### src/rtl/step_input_conditioner.sv
// Board input front end for the even/odd step counter: synchronises and debounces
// the EO switch, STEP button and auto-step switch, and produces eo, eo_changed and step_tick.
module step_input_conditioner #(
  parameter int DEBOUNCE_CYCLES = 1_000_000,
  parameter int TICK_CYCLES     = 50_000_000
) (
  input  logic clk,
  input  logic reset,
  input  logic eo_raw,
  input  logic step_n_raw,
  input  logic auto_en_raw,
  output logic eo,
  output logic eo_changed,
  output logic step_tick
);

  localparam int DW = $clog2(DEBOUNCE_CYCLES + 1);
  localparam int PW = (TICK_CYCLES > 1) ? $clog2(TICK_CYCLES) : 1;
  localparam logic [DW-1:0] DB_LAST  = DW'(DEBOUNCE_CYCLES - 1);
  localparam logic [PW-1:0] PRE_LAST = PW'(TICK_CYCLES - 1);

  // Lane 0 = EO switch, lane 1 = STEP button (active-low), lane 2 = auto-step switch.
  logic [2:0] w_raw;
  logic [2:0] w_db;
  logic [2:0] w_done;

  assign w_raw = {auto_en_raw, step_n_raw, eo_raw};

  generate
    for (genvar gi = 0; gi < 3; gi++) begin : g_lane
      localparam logic DB_RST = (gi == 1);
      logic          r_s1;
      logic          r_s2;
      logic          r_db;
      logic [DW-1:0] r_cnt;

      always_ff @(posedge clk or negedge reset) begin
        if (!reset) begin
          r_s1  <= 1'b0;
          r_s2  <= 1'b0;
          r_db  <= DB_RST;
          r_cnt <= '0;
        end else begin
          r_s1 <= w_raw[gi];
          r_s2 <= r_s1;
          if (r_s2 == r_db) begin
            r_cnt <= '0;
          end else if (r_cnt == DB_LAST) begin
            r_db  <= r_s2;
            r_cnt <= '0;
          end else begin
            r_cnt <= r_cnt + 1'b1;
          end
        end
      end

      assign w_db[gi]   = r_db;
      assign w_done[gi] = (r_s2 != r_db) && (r_cnt == DB_LAST);
    end
  endgenerate

  logic          r_btn_prev;
  logic          r_eo_changed;
  logic          r_step_tick;
  logic [PW-1:0] r_pre;
  logic          w_press;
  logic          w_auto;
  logic          w_eo_upd;
  logic          w_step_next;

  assign w_press  = r_btn_prev & ~w_db[1];
  assign w_auto   = w_db[2] && (r_pre == PRE_LAST);
  assign w_eo_upd = w_done[0];
  // An EO reload swallows any step due at the same edge; back-to-back steps are
  // only possible when the prescaler itself fires every cycle.
  assign w_step_next = (w_press | w_auto) & ~w_eo_upd &
                       ((TICK_CYCLES == 1) | ~r_step_tick);

  always_ff @(posedge clk or negedge reset) begin
    if (!reset) begin
      r_btn_prev   <= 1'b1;
      r_eo_changed <= 1'b0;
      r_step_tick  <= 1'b0;
      r_pre        <= '0;
    end else begin
      r_btn_prev   <= w_db[1];
      r_eo_changed <= w_eo_upd;
      r_step_tick  <= w_step_next;
      if (!w_db[2] || w_eo_upd || w_auto) begin
        r_pre <= '0;
      end else begin
        r_pre <= r_pre + 1'b1;
      end
    end
  end

  assign eo         = w_db[0];
  assign eo_changed = r_eo_changed;
  assign step_tick  = r_step_tick;

endmodule
### config.mk
export PLATFORM = sky130hd
export DESIGN_NAME = step_input_conditioner
export DESIGN_NICKNAME = d
export VERILOG_FILES = /design/src/rtl/step_input_conditioner.sv
export SDC_FILE = /design/constraint.sdc
export NUM_CORES = 1
export LEC_CHECK = 0
export CAP_MARGIN = 20
export CORE_UTILIZATION = 25
export CTS_CLUSTER_SIZE = 30
export DETAILED_ROUTE_END_ITERATION = 12
export PLACE_DENSITY = 0.45
export SLEW_MARGIN = 20
export SYNTH_ARGS = -nofsm -noshare
export SYNTH_HDL_FRONTEND = slang
export SYNTH_SLANG_ARGS = --single-unit
### constraint.sdc
create_clock -name clk -period 1.9 [get_ports clk]
set_clock_uncertainty 0.05 [all_clocks]
set_input_delay 0.38 -clock clk [delete_from_list [all_inputs] [get_ports clk]]
set_output_delay 0.38 -clock clk [all_outputs]
set_load 0.01 [all_outputs]
# Yosys cells after proc, flatten, opt, wreduce, memory -nomap -nowiden
# Cells that the tools add are included.
[totals]
regBits = 98
input_bits = 5
out_inout_bits = 3
elab_cells = 53
[op_classes]
addsub = 4
n_eq_ne = 8
mux = 7
bitwise = 10
n_reduce_logical = 8
[op_table]
columns = ["op", "n"]
rows = [
  ["$mux 20", 6],
  ["$add 20x1->20 const B", 3],
  ["$eq 20x20->1 const B", 3],
  ["$add 26x1->26 const B", 1],
  ["$eq 26x26->1 const B", 1],
  ["$mux 26", 1],
  ["$not 1->1", 6],
  ["$reduce_and 2->1", 3],
  ["$and 1x1->1", 3],
  ["$eq 1x1->1", 3],
  ["$logic_and 1x1->1", 2],
  ["$logic_or 1x1->1", 2],
  ["$logic_not 1->1", 1],
  ["$ne 1x1->1", 1],
  ["$or 1x1->1", 1],
]

# Depth between registers and ports, before layout
# Gate-level depths: netlist (run 1).
[depth]
depth_word = 5
mapped_depth = 6
mapped_depth_nobuf = 5

# Worst setup path after synthesis (run 1)
# No wires, ideal clock.
[synth_path]
kind = "flip-flop to flip-flop"
startpoint = "register g_lane[0].r_cnt[0]"
endpoint = "register r_pre[1]"
setup_time_ns = 0.144
t_arrival_ns = 1.880
t_required_ns = 1.706
path_slack_ns = -0.174
stages_incl_launch_ff = 7
path_buffers = 1
period_less_slack_ns = 2.074
path_cell_list = "dfrtp_1 > ha_1 > nand2_1 > or4_1 > nor3_4 > buf_4 > nor3b_1"
[synth_between]
elab_chain_cells = 5
[synth_lines]
columns = ["element", "line_no", "source"]
rows = [
  ["start: declaration", "35", "logic [DW-1:0] r_cnt;"],
  ["start signal: assignment", "52", "r_cnt <= r_cnt + 1'b1;"],
  ["$eq 20x20->1", "58", "assign w_done[gi] = (r_s2 != r_db) && (r_cnt == DB_LAST);"],
  ["$logic_and 1x1->1", "58", ""],
  ["$logic_or 1x1->1 (2 in a row)", "89", "if (!w_db[2] || w_eo_upd || w_auto) begin"],
  ["$mux 26", "89", ""],
  ["end signal: assignment", "92", "r_pre <= r_pre + 1'b1;"],
  ["end: declaration", "65", "logic [PW-1:0] r_pre;"],
]
# Every way passes these cells.
# A chain may end at the register's enable or synchronous reset.

# Worst setup path in the final report (run 1)
[layout_path]
startpoint = "register r_pre[11]"
endpoint = "register r_pre[21]"
[layout_between]
elab_chain_cells = 4
elab_cells_between_ends = 5
classes_between = "add/sub: 1; eq/ne: 1; mux: 1; reduce/logical: 2"
[layout_lines]
columns = ["element", "line_no"]
rows = [
  ["branches (longest 3 deep; another with $add 26x1->26)", "-"],
  ["$mux 26 (*)", "89"],
]
# Every way passes the cells marked *.

==> results.md, run 1 <==
* Status: finished clean
* Synth cell types at 42
* Area growth, synth to finish at 35.2%
* Antenna Cells at 0
* Ys Warns at 0
* CTS tree: built
* VDD IR max at 0.416 mV
* R2R depth at 4
* Avg WL per Cell at 13.3 µm
* Max Cap Viol at 0
* Max H-tree Level at 3
* Dominant cells by area after synthesis: dfrtp_1, xnor2_1, nor2_1
* Clk buf depth at 2
* #FFs+latches synth at 98
* Worst setup SP type: flip-flop
* Die area at 0.0198 mm²
* Post-synthesis sequential area ratio at 0.510
* Total gr overflow at 0
* Synth Flop Type: dfrtp_1
* Worst Path Class, Setup: reg2reg
* Critical Path AT at 2100 ps
* Residual DRC at 0
* Crit path capture type: flip-flop
* Area post-placement at 0.00581 mm²
* Worst Path Required at 2120 ps
* Simple-gate area share of the yosys netlist at 0.263
* Syn nets at 498
* Final WL at 11.0 mm
* Rows at 50
* Largest net degree at the start of global routing at 40
* Final std cells w/o fill at 824
* Cell Pwr Density at 677 mW/mm²
* Most common cell after layout, fill and taps aside: dfrtp_1
* CTS buffer count at 9
* Yosys top cell area share at 0.499
* Pre-CTS setup slack at -28.7 ps
* Hold_sp: g_lane[0].r_s1
* Layout Nets at 594
* Post-route cell area at 0.00650 mm²
* Dpl cells at 791
* PortBufs at 7
* Die Ht at 141 µm
* Critical-path maximum fanout at 6
* Lkg Pwr at 2.51 nW
* R2r endpoint: r_pre[21]
* Max Freq at 531 MHz
* Final setup TNS at 0 ps
* Post-synthesis mux area share at 0.00702
* Post-synthesis adder-cell area fraction at 0.0104
* Largest family of logic cells by synthesized area: simple AND/OR/NAND/NOR gates
* Layout cells sized above 1 at 0.286
* Clock Sinks at 98
* Synthesized instance count at 489
* Critical R2R Launch: r_pre[11]
* RePlAce Congestion at 0.761
* DR iter-0 viols at 190
* Initial DRT Pass Iterations at 4
* Worst slew pin tran at 330 ps
* Worst hold-check path type: reg2reg
* Largest area contributor in the synthesized netlist: dfrtp_1
* First-pass GRT wire length at 18.9 mm
* Synth Area per Inst at 9.84 µm²
* Initial Utilization at 0.256
* Hold Crit Depth at 0
* Setup-failing EPs final at 0
* Netlist Area Pre-Place at 0.00481 mm²
* Reg2reg setup slack at 20 ps
* Vias in the first global route at 3952
* Worst-Skew Late Latency at 350 ps
* Core area at 0.0188 mm²
* I/O Pins at 8
* Fin worst setup slack at 16.9 ps
* Max transition margin at 0.778
* Post-DP HPWL at 7.38 mm
* Commonest non-fill, non-tap cells in the layout: dfrtp_1, buf_4, nor2_1, xnor2_1, nand2_1
* Hold Path End: g_lane[0].r_s2
* Root buffer cell: clkbuf_16
* Synth Area in XOR/XNOR at 0.0837
* Vias at 3955
* Slew Limit Fails at 0
* FFs w/ async S/R, synth at 1.00
* Clock slew at reported path FFs at 70 ps
* RSZ-0062 raised after global routing: true
* Min Tclk post-route at 1880 ps
* Period utilization at 0.991
* Chip width at 141 µm
* Initial antenna violation count at 0
* Post-synth EDFFs at 0
* DRT antenna net count at 0
* Complex-gate fraction of the synthesized area at 0.0983
* Final Hold Fails at 0
* Overall Global Routing Usage at 0.117
* Vias per cell at 4.80
-- logic make-up (layout without fill, tap and decap cells) --
group,after synthesis,in the layout
fa+ha+maj,4,4
flops,98,98
compound gates,75,75
mux,3,3
xor+xnor,46,46
simple gates,232,232
buf+inv,31,132
-- worst max path at each step --
stage	cells past startpoint	start	end	slack (ps)
after floorplan	5	r_pre[2]	r_pre[21]	-50
after global placement	5	g_lane[1].r_cnt[1]	g_lane[1].r_cnt[18]	-0.1
after detailed placement	4	r_pre[9]	r_pre[21]	-30
after CTS	5	g_lane[0].r_cnt[4]	g_lane[0].r_cnt[14]	-30
after global routing	4	r_pre[7]	r_pre[21]	-80
final	4	r_pre[11]	r_pre[21]	20
-- state kept, by name, indices dropped and copies added, names as in the netlist --
register	cells
step_tick	1
eo_changed	1
g_lane.r_cnt	60
g_lane.r_s2	3
g_lane.r_db	2
r_btn_prev	1
g_lane.r_s1	3
eo	1
r_pre	26
-- cell type report --
type | instances | area [µm²]
Clock buffer | 11 | 243
Clock inverter | 5 | 103
Fill cell | 1901 | 12300
Inverter | 14 | 52.6
Multi-Input combinational cell | 360 | 2460
Sequential cell | 98 | 2460
Tap cell | 234 | 293
Timing Repair Buffer | 102 | 896
-- stage by stage --
stage          hold slack [ps]  power, mW   util
5_1_grt                    315       4.60  0.347
2_1_floorplan             34.4       2.22      -
4_1_cts                    309       4.50  0.329
3_5_place_dp               215       2.33  0.310
6_report                   304       4.40  0.347
3_3_place_gp               218       2.33  0.310
-- power breakdown --
part	switching [mW]	leakage, nW	internal (mW)
clock network	0.791	0.166	1.32
registers	0.0164	1.33	2.11
logic	0.0964	1.02	0.0692
total	0.904	2.51	3.50
-- cells in the mapped netlist (4+ instances only) --
cell type,n
or4_1,19
and4_1,5
nand4_1,19
o21ai_0,24
dfrtp_1,96
clkbuf_1,11
and3_1,6
a21oi_1,21
nand2_1,35
o31ai_1,10
buf_2,4
or3_1,21
ha_1,4
and2_1,4
nand3_1,27
xor2_1,13
xnor2_1,33
nor2_1,45
nor4_1,10
nor3_1,26
inv_1,14
a211oi_1,13
-- per-layer routing --
metal	vias up	global-route usage	wire length, µm
met5	-	0	0
li1	1984	-	-
met4	0	0.0566	220
met3	13	0.0204	235
met1	1923	0.152	5330
met2	35	0.189	5160
-- critical path, stage by stage (launching register included) --
cell and delay [ps]:
dfrtp_2 440, nand4_1 110, or4_4 580, or4_4 430, a211oi_2 180
-- what timing repair did --
action,4_1_cts,5_1_grt
gates resized for setup,5,38
setup endpoints to repair,13,47
hold endpoints to repair,11,0
pin swaps,0,20
gates cloned,0,3
setup buffers,0,13
hold buffers,1,0
(Power assumes the default switching activity.)
==> run 2: changes to the inputs <==
Settings changed: CTS_BUF_LIST set to sky130_fd_sc_hd__clkbuf_16, GPL_ROUTABILITY_DRIVEN set to 0.
==> run 2 against run 1 <==
Sequential cell count stayed put. Register-to-register slack barely moved. Utilization fell by 0.053 points. Critical endpoint unchanged. Worst hold slack stayed put. Routed wire length about the same. Largest cell class unchanged. Clock power fell by 2%. Critical path type unchanged.
==> results.md, run 2 (synthesis gave the netlist of run 1 again) <==
* Status: finished clean
* Seq pwr share at 0.488
* Dpl cells at 791
* Critical-path maximum fanout at 6
* Largest register by flop count: g_lane.r_cnt
* Layout cells sized above 1 at 0.285
* Final setup TNS at 0 ps
* Critical-path top delay cell: or4_4
* VDD IR max at 0.412 mV
* Initial DRT Pass Iterations at 4
* Max Cap Viol at 0
* Clock slew at reported path FFs at 70 ps
* Crit path capture type: flip-flop
* Reg2reg setup slack at 20 ps
* Worst hold-check path type: reg2reg
* Crit path top cell by count: or4_4
* Core area at 0.0188 mm²
* Sw Share at 0.207
* Chip width at 141 µm
* Area growth, synth to finish at 35.0%
* Critical Path AT at 2100 ps
* Initial Utilization at 0.256
* CTS buffer count at 9
* Root buffer cell: clkbuf_16
* Max H-tree Level at 3
* Critical-path cell list: nand4_1 -> or4_4 -> or4_4 -> a211oi_2
* Residual DRC at 0
* First-pass GRT wire length at 18.9 mm
* Clock power share at 0.474
* Clk buf depth at 2
* Largest net degree at the start of global routing at 40
* Worst-Skew Late Latency at 350 ps
* Max transition margin at 0.778
* Fillers at 1902
* CTS tree: built
* Worst setup SP type: flip-flop
* Max reg flops at 60
* Slew Limit Fails at 0
* Avg WL per Cell at 13.3 µm
* PortBufs at 7
* DRT antenna net count at 0
* Lkg Pwr at 2.51 nW
* Final WL at 10.9 mm
* R2R depth at 4
* Combinational Power Share at 0.038
* Tot Pwr at 4.35 mW
* Initial antenna violation count at 0
* Rows at 50
* Vias at 3968
* Die Ht at 141 µm
* DR iter-0 viols at 179
* Overall Global Routing Usage at 0.117
* Internal power at 3.45 mW
* Crit-path max cell delay at 580 ps
* Hold Crit Depth at 0
* Total gr overflow at 0
* Max Freq at 531 MHz
* Critical R2R Launch: r_pre[11]
* Worst slew pin tran at 330 ps
* R2r endpoint: r_pre[21]
* Worst Path Class, Setup: reg2reg
* Worst Path Required at 2120 ps
* Antenna Cells at 0
* Vias in the first global route at 3953
* Commonest non-fill, non-tap cells in the layout: dfrtp_1, buf_4, nor2_1, xnor2_1, nand2_1
* Hold Path End: g_lane[0].r_s2
* Biggest regs: g_lane.r_cnt: 60 flops, r_pre: 26 flops
* Layout Nets at 594
* Final std cells w/o fill at 824
* I/O Pins at 8
* Final Hold Fails at 0
* Clock Sinks at 98
* Most common cell after layout, fill and taps aside: dfrtp_1
* Setup-failing EPs final at 0
* RSZ-0062 raised after global routing: true
* Vias per cell at 4.82
* Hold_sp: g_lane[0].r_s1
* Period utilization at 0.991
* Cell Pwr Density at 670 mW/mm²
* Crit path from: r_pre[11]
* Post-DP HPWL at 7.38 mm
* Min Tclk post-route at 1880 ps
* Switching power at 901 µW
* Die area at 0.0198 mm²
* Worst hold slack at 304 ps
run 2: cell count changes in the layout (fill, tap and decap cells not counted):
cell and delta:
clkinv_1 +1, clkbuf_1 -1, clkbuf_8 -1, inv_1 +1
run 2: power groups by stage:
stage,registers (mW),logic [mW],clock network [mW]
2_1_floorplan,2.17,0.0531,0
3_3_place_gp,2.16,0.164,0
3_5_place_dp,2.16,0.166,0
4_1_cts,2.12,0.169,2.16
5_1_grt,2.12,0.191,2.23
6_report,2.12,0.166,2.06
run 2: worst max-delay path by stage:
| stage | end | depth (start not counted) |
|---|---|---|
| floorplan | r_pre[21] | 5 |
| global placement | g_lane[1].r_cnt[18] | 5 |
| detailed placement | r_pre[21] | 4 |
| CTS | g_lane[0].r_cnt[14] | 5 |
| global route | r_pre[21] | 4 |
| finish | r_pre[21] | 4 |
run 2: critical path, delay by kind of cell, from the launching register on:
| family | cells | cell delay, ps |
|---|---|---|
| compound gates | 1 | 180 |
| simple gates | 3 | 1120 |
| flops | 1 | 440 |
run 2: repair_timing:
| item | CTS | global route |
|---|---|---|
| hold endpoints to repair | 11 | 0 |
| endpoints found under the setup margin | 13 | 47 |
| hold buffers | 1 | 0 |
| setup buffers | 0 | 13 |
| pin swaps | 0 | 20 |
| resized for setup | 5 | 38 |
| cloned | 0 | 3 |
run 2: per-layer routing:
metal	track usage	part of all wire	vias to the layer above
met5	0	0	-
met4	0.0566	0.020	0
met3	0.0204	0.023	13
met2	0.189	0.47	33
met1	0.152	0.48	1937
li1	-	-	1985
run 2: layout make-up:
class                      count  area [µm²]  area share
sequential                    98        2460       0.379
clock buffer                   9         225      0.0347
inverter                      14        52.6     0.00809
multi-input combinational    360        2460       0.378
timing repair buffer         102         896       0.138
clock inverter                 7         110      0.0170
tap                          234         293      0.0451
run 2: per-stage QoR:
step	cell area, µm²	worst slack (ps)	utilization
final	6490	16.4	0.346
after global routing	6490	-80.3	0.346
after CTS	6170	-32.7	0.329
after detailed placement	5810	-28.7	0.310
after global placement	5810	-0.139	0.310
after floorplan	4900	-46.4	-
==> run 3: changes to the inputs <==
Settings changed: CTS_BUF_LIST sky130_fd_sc_hd__clkbuf_16 to sky130_fd_sc_hd__clkbuf_4, PLACE_DENSITY 0.45 to not set.
Clock period 1.9 ns to 1.7 ns, I/O delays scaled along.
==> run 3 against run 2 <==
The run now ends with negative setup slack left. Routed wire length is 21% higher. Via count is 11% higher. Total power is 11% lower. Non-clock buffer count is 71 higher. Worst hold slack worse by 78 ps. Global-route usage is 1.3 points higher. First-iteration DRC count is 32% higher. Setup slack worse by 240 ps. Sequential power is 12% higher. Critical path depth stayed put. Utilization is 5.0 points higher. Largest cell class is now multi-input gates.
==> results.md, run 3 (synthesis gave the netlist of run 1 again) <==
* Final WL at 13.2 mm
* RSZ-0062 raised after global routing: true
* Die area at 0.0198 mm²
* Max Freq at 520 MHz
* Initial DRT Pass Iterations at 4
* Max transition margin at 0.682
* Final Util at 0.396
* Slew Limit Fails at 0
* Worst setup SP type: flip-flop
* Setup-failing EPs final at 89
* Clk buf depth at 2
* CTS tree: built
* Worst Path Class, Setup: reg2reg
* Layout cells sized above 1 at 0.495
* Worst hold-check path type: in2reg
* Reg2reg setup slack at -220 ps
* Residual DRC at 0
* DRT antenna net count at 0
* Combinational Power Share at 0.074
* Status: finished, violations left
* Cell Pwr Density at 519 mW/mm²
* Area post-placement at 0.00618 mm²
* Fin worst setup slack at -224 ps
* Worst slew pin tran at 477 ps
* Crit path capture type: flip-flop
* R2r endpoint: r_pre[21]
* Hold_sp: step_n_raw
* Total gr overflow at 0
* Largest net degree at the start of global routing at 34
* Period utilization at 1.13
* Max Cap Viol at 0
* Commonest non-fill, non-tap cells in the layout: buf_4, dfrtp_1, buf_6, xnor2_1, nand2_1
* Max H-tree Level at 3
* Initial Utilization at 0.256
* Largest register by flop count: g_lane.r_cnt
* Most common cell after layout, fill and taps aside: buf_4
* FF/Latch Area at 0.00246 mm²
* Failing checks: negative setup slack
* Vias per cell at 4.93
* Dpl cells at 824
* Worst Path Required at 2060 ps
* Vias at 4418
* Overall Global Routing Usage at 0.130
* Biggest regs: g_lane.r_cnt: 60 flops, r_pre: 26 flops
* Clock Sinks at 98
* I/O Pins at 8
* Max reg flops at 60
* Post-DP HPWL at 8.06 mm
* Hold Crit Depth at 1
* VDD IR max at 0.569 mV
* PortBufs at 7
* Post-route cell area at 0.00743 mm²
* Avg WL per Cell at 14.7 µm
* Area growth, synth to finish at 54.5%
* R2R depth at 4
* Lkg Pwr at 2.92 nW
* Root buffer cell: clkbuf_4
* Multi-input logic area at 0.00292 mm²
* Worst-Skew Late Latency at 480 ps
* Internal power at 2.82 mW
* Chip width at 141 µm
* Sw Share at 0.269
* Final Hold Fails at 0
* Clock power share at 0.310
* Min Tclk post-route at 1920 ps
* Final std cells w/o fill at 896
* Tot Pwr at 3.86 mW
* Critical-path maximum fanout at 7
* Hold Path End: g_lane[1].r_s1
* Critical Path AT at 2280 ps
* Layout Nets at 665
* First-pass GRT wire length at 20.9 mm
* Rows at 50
* Switching power at 1.04 mW
* Core area at 0.0188 mm²
* Vias in the first global route at 4442
* Initial antenna violation count at 1
* Fillers at 1793
* Seq pwr share at 0.616
* Die Ht at 141 µm
* Clock slew at reported path FFs at 170 ps
* DR iter-0 viols at 237
* Critical R2R Launch: r_pre[7]
* CTS buffer count at 9
==> run 3: per-stage QoR <==
| step | hold slack [ps] | setup slack [ps] | setup TNS [ps] |
|---|---|---|---|
| floorplan | -5.59 | -227 | -6190 |
| global placement | 284 | -188 | -5270 |
| detailed placement | 286 | -246 | -6680 |
| CTS | 209 | -196 | -8690 |
| global route | 200 | -289 | -17910 |
| finish | 226 | -224 | -11410 |
==> run 3: final cells by class <==
| type | instances | share of cell area |
|---|---|---|
| Multi-Input combinational cell | 360 | 0.393 |
| Antenna cell | 1 | 0.000337 |
| Tap cell | 234 | 0.0394 |
| Clock buffer | 9 | 0.00909 |
| Sequential cell | 98 | 0.331 |
| Inverter | 14 | 0.00707 |
| Timing Repair Buffer | 173 | 0.213 |
| Clock inverter | 7 | 0.00841 |
==> run 3: critical path, cell delays in order (launching register included) <==
cell,delay (ps)
dfrtp_1,450
nand4_1,130
or4_4,600
or4_4,430
a211oi_2,190
==> run 3: how the worst max path moves through the flow <==
| stage | startpoint | to | slack (ps) | cells after the start |
|---|---|---|---|---|
| 2_1_floorplan | g_lane[0].r_cnt[0] | g_lane[0].r_cnt[18] | -230 | 6 |
| 3_3_place_gp | r_pre[7] | r_pre[21] | -190 | 4 |
| 3_5_place_dp | r_pre[7] | r_pre[21] | -250 | 4 |
| 4_1_cts | g_lane[0].r_cnt[0] | g_lane[0].r_cnt[18] | -200 | 5 |
| 5_1_grt | g_lane[0].r_cnt[6] | g_lane[0].r_cnt[19] | -290 | 5 |
| 6_report | r_pre[7] | r_pre[21] | -220 | 4 |
==> run 3: per-layer routing <==
| metal | global-route usage | vias to the layer above | share of wire |
|---|---|---|---|
| met5 | 0 | - | 0 |
| met4 | 0.0515 | 0 | 0.017 |
| met3 | 0.0166 | 17 | 0.023 |
| met2 | 0.234 | 48 | 0.53 |
| met1 | 0.158 | 2231 | 0.43 |
| li1 | - | 2122 | - |
==> run 3: power groups by stage <==
stage	clock network, mW	registers, mW	logic (mW)
finish	1.19	2.38	0.287
global route	1.33	2.38	0.315
CTS	1.23	2.38	0.236
detailed placement	0	2.42	0.197
global placement	0	2.42	0.189
floorplan	0	2.42	0.0639
==> run 3: timing repair <==
item / in CTS / in global routing
gates cloned: 5 / 4
setup endpoints to repair: 83 / 89
hold endpoints to repair: 28 / 0
resized for setup: 77 / 89
setup buffers: 27 / 20
pin swaps: 36 / 43
hold buffers: 1 / 0
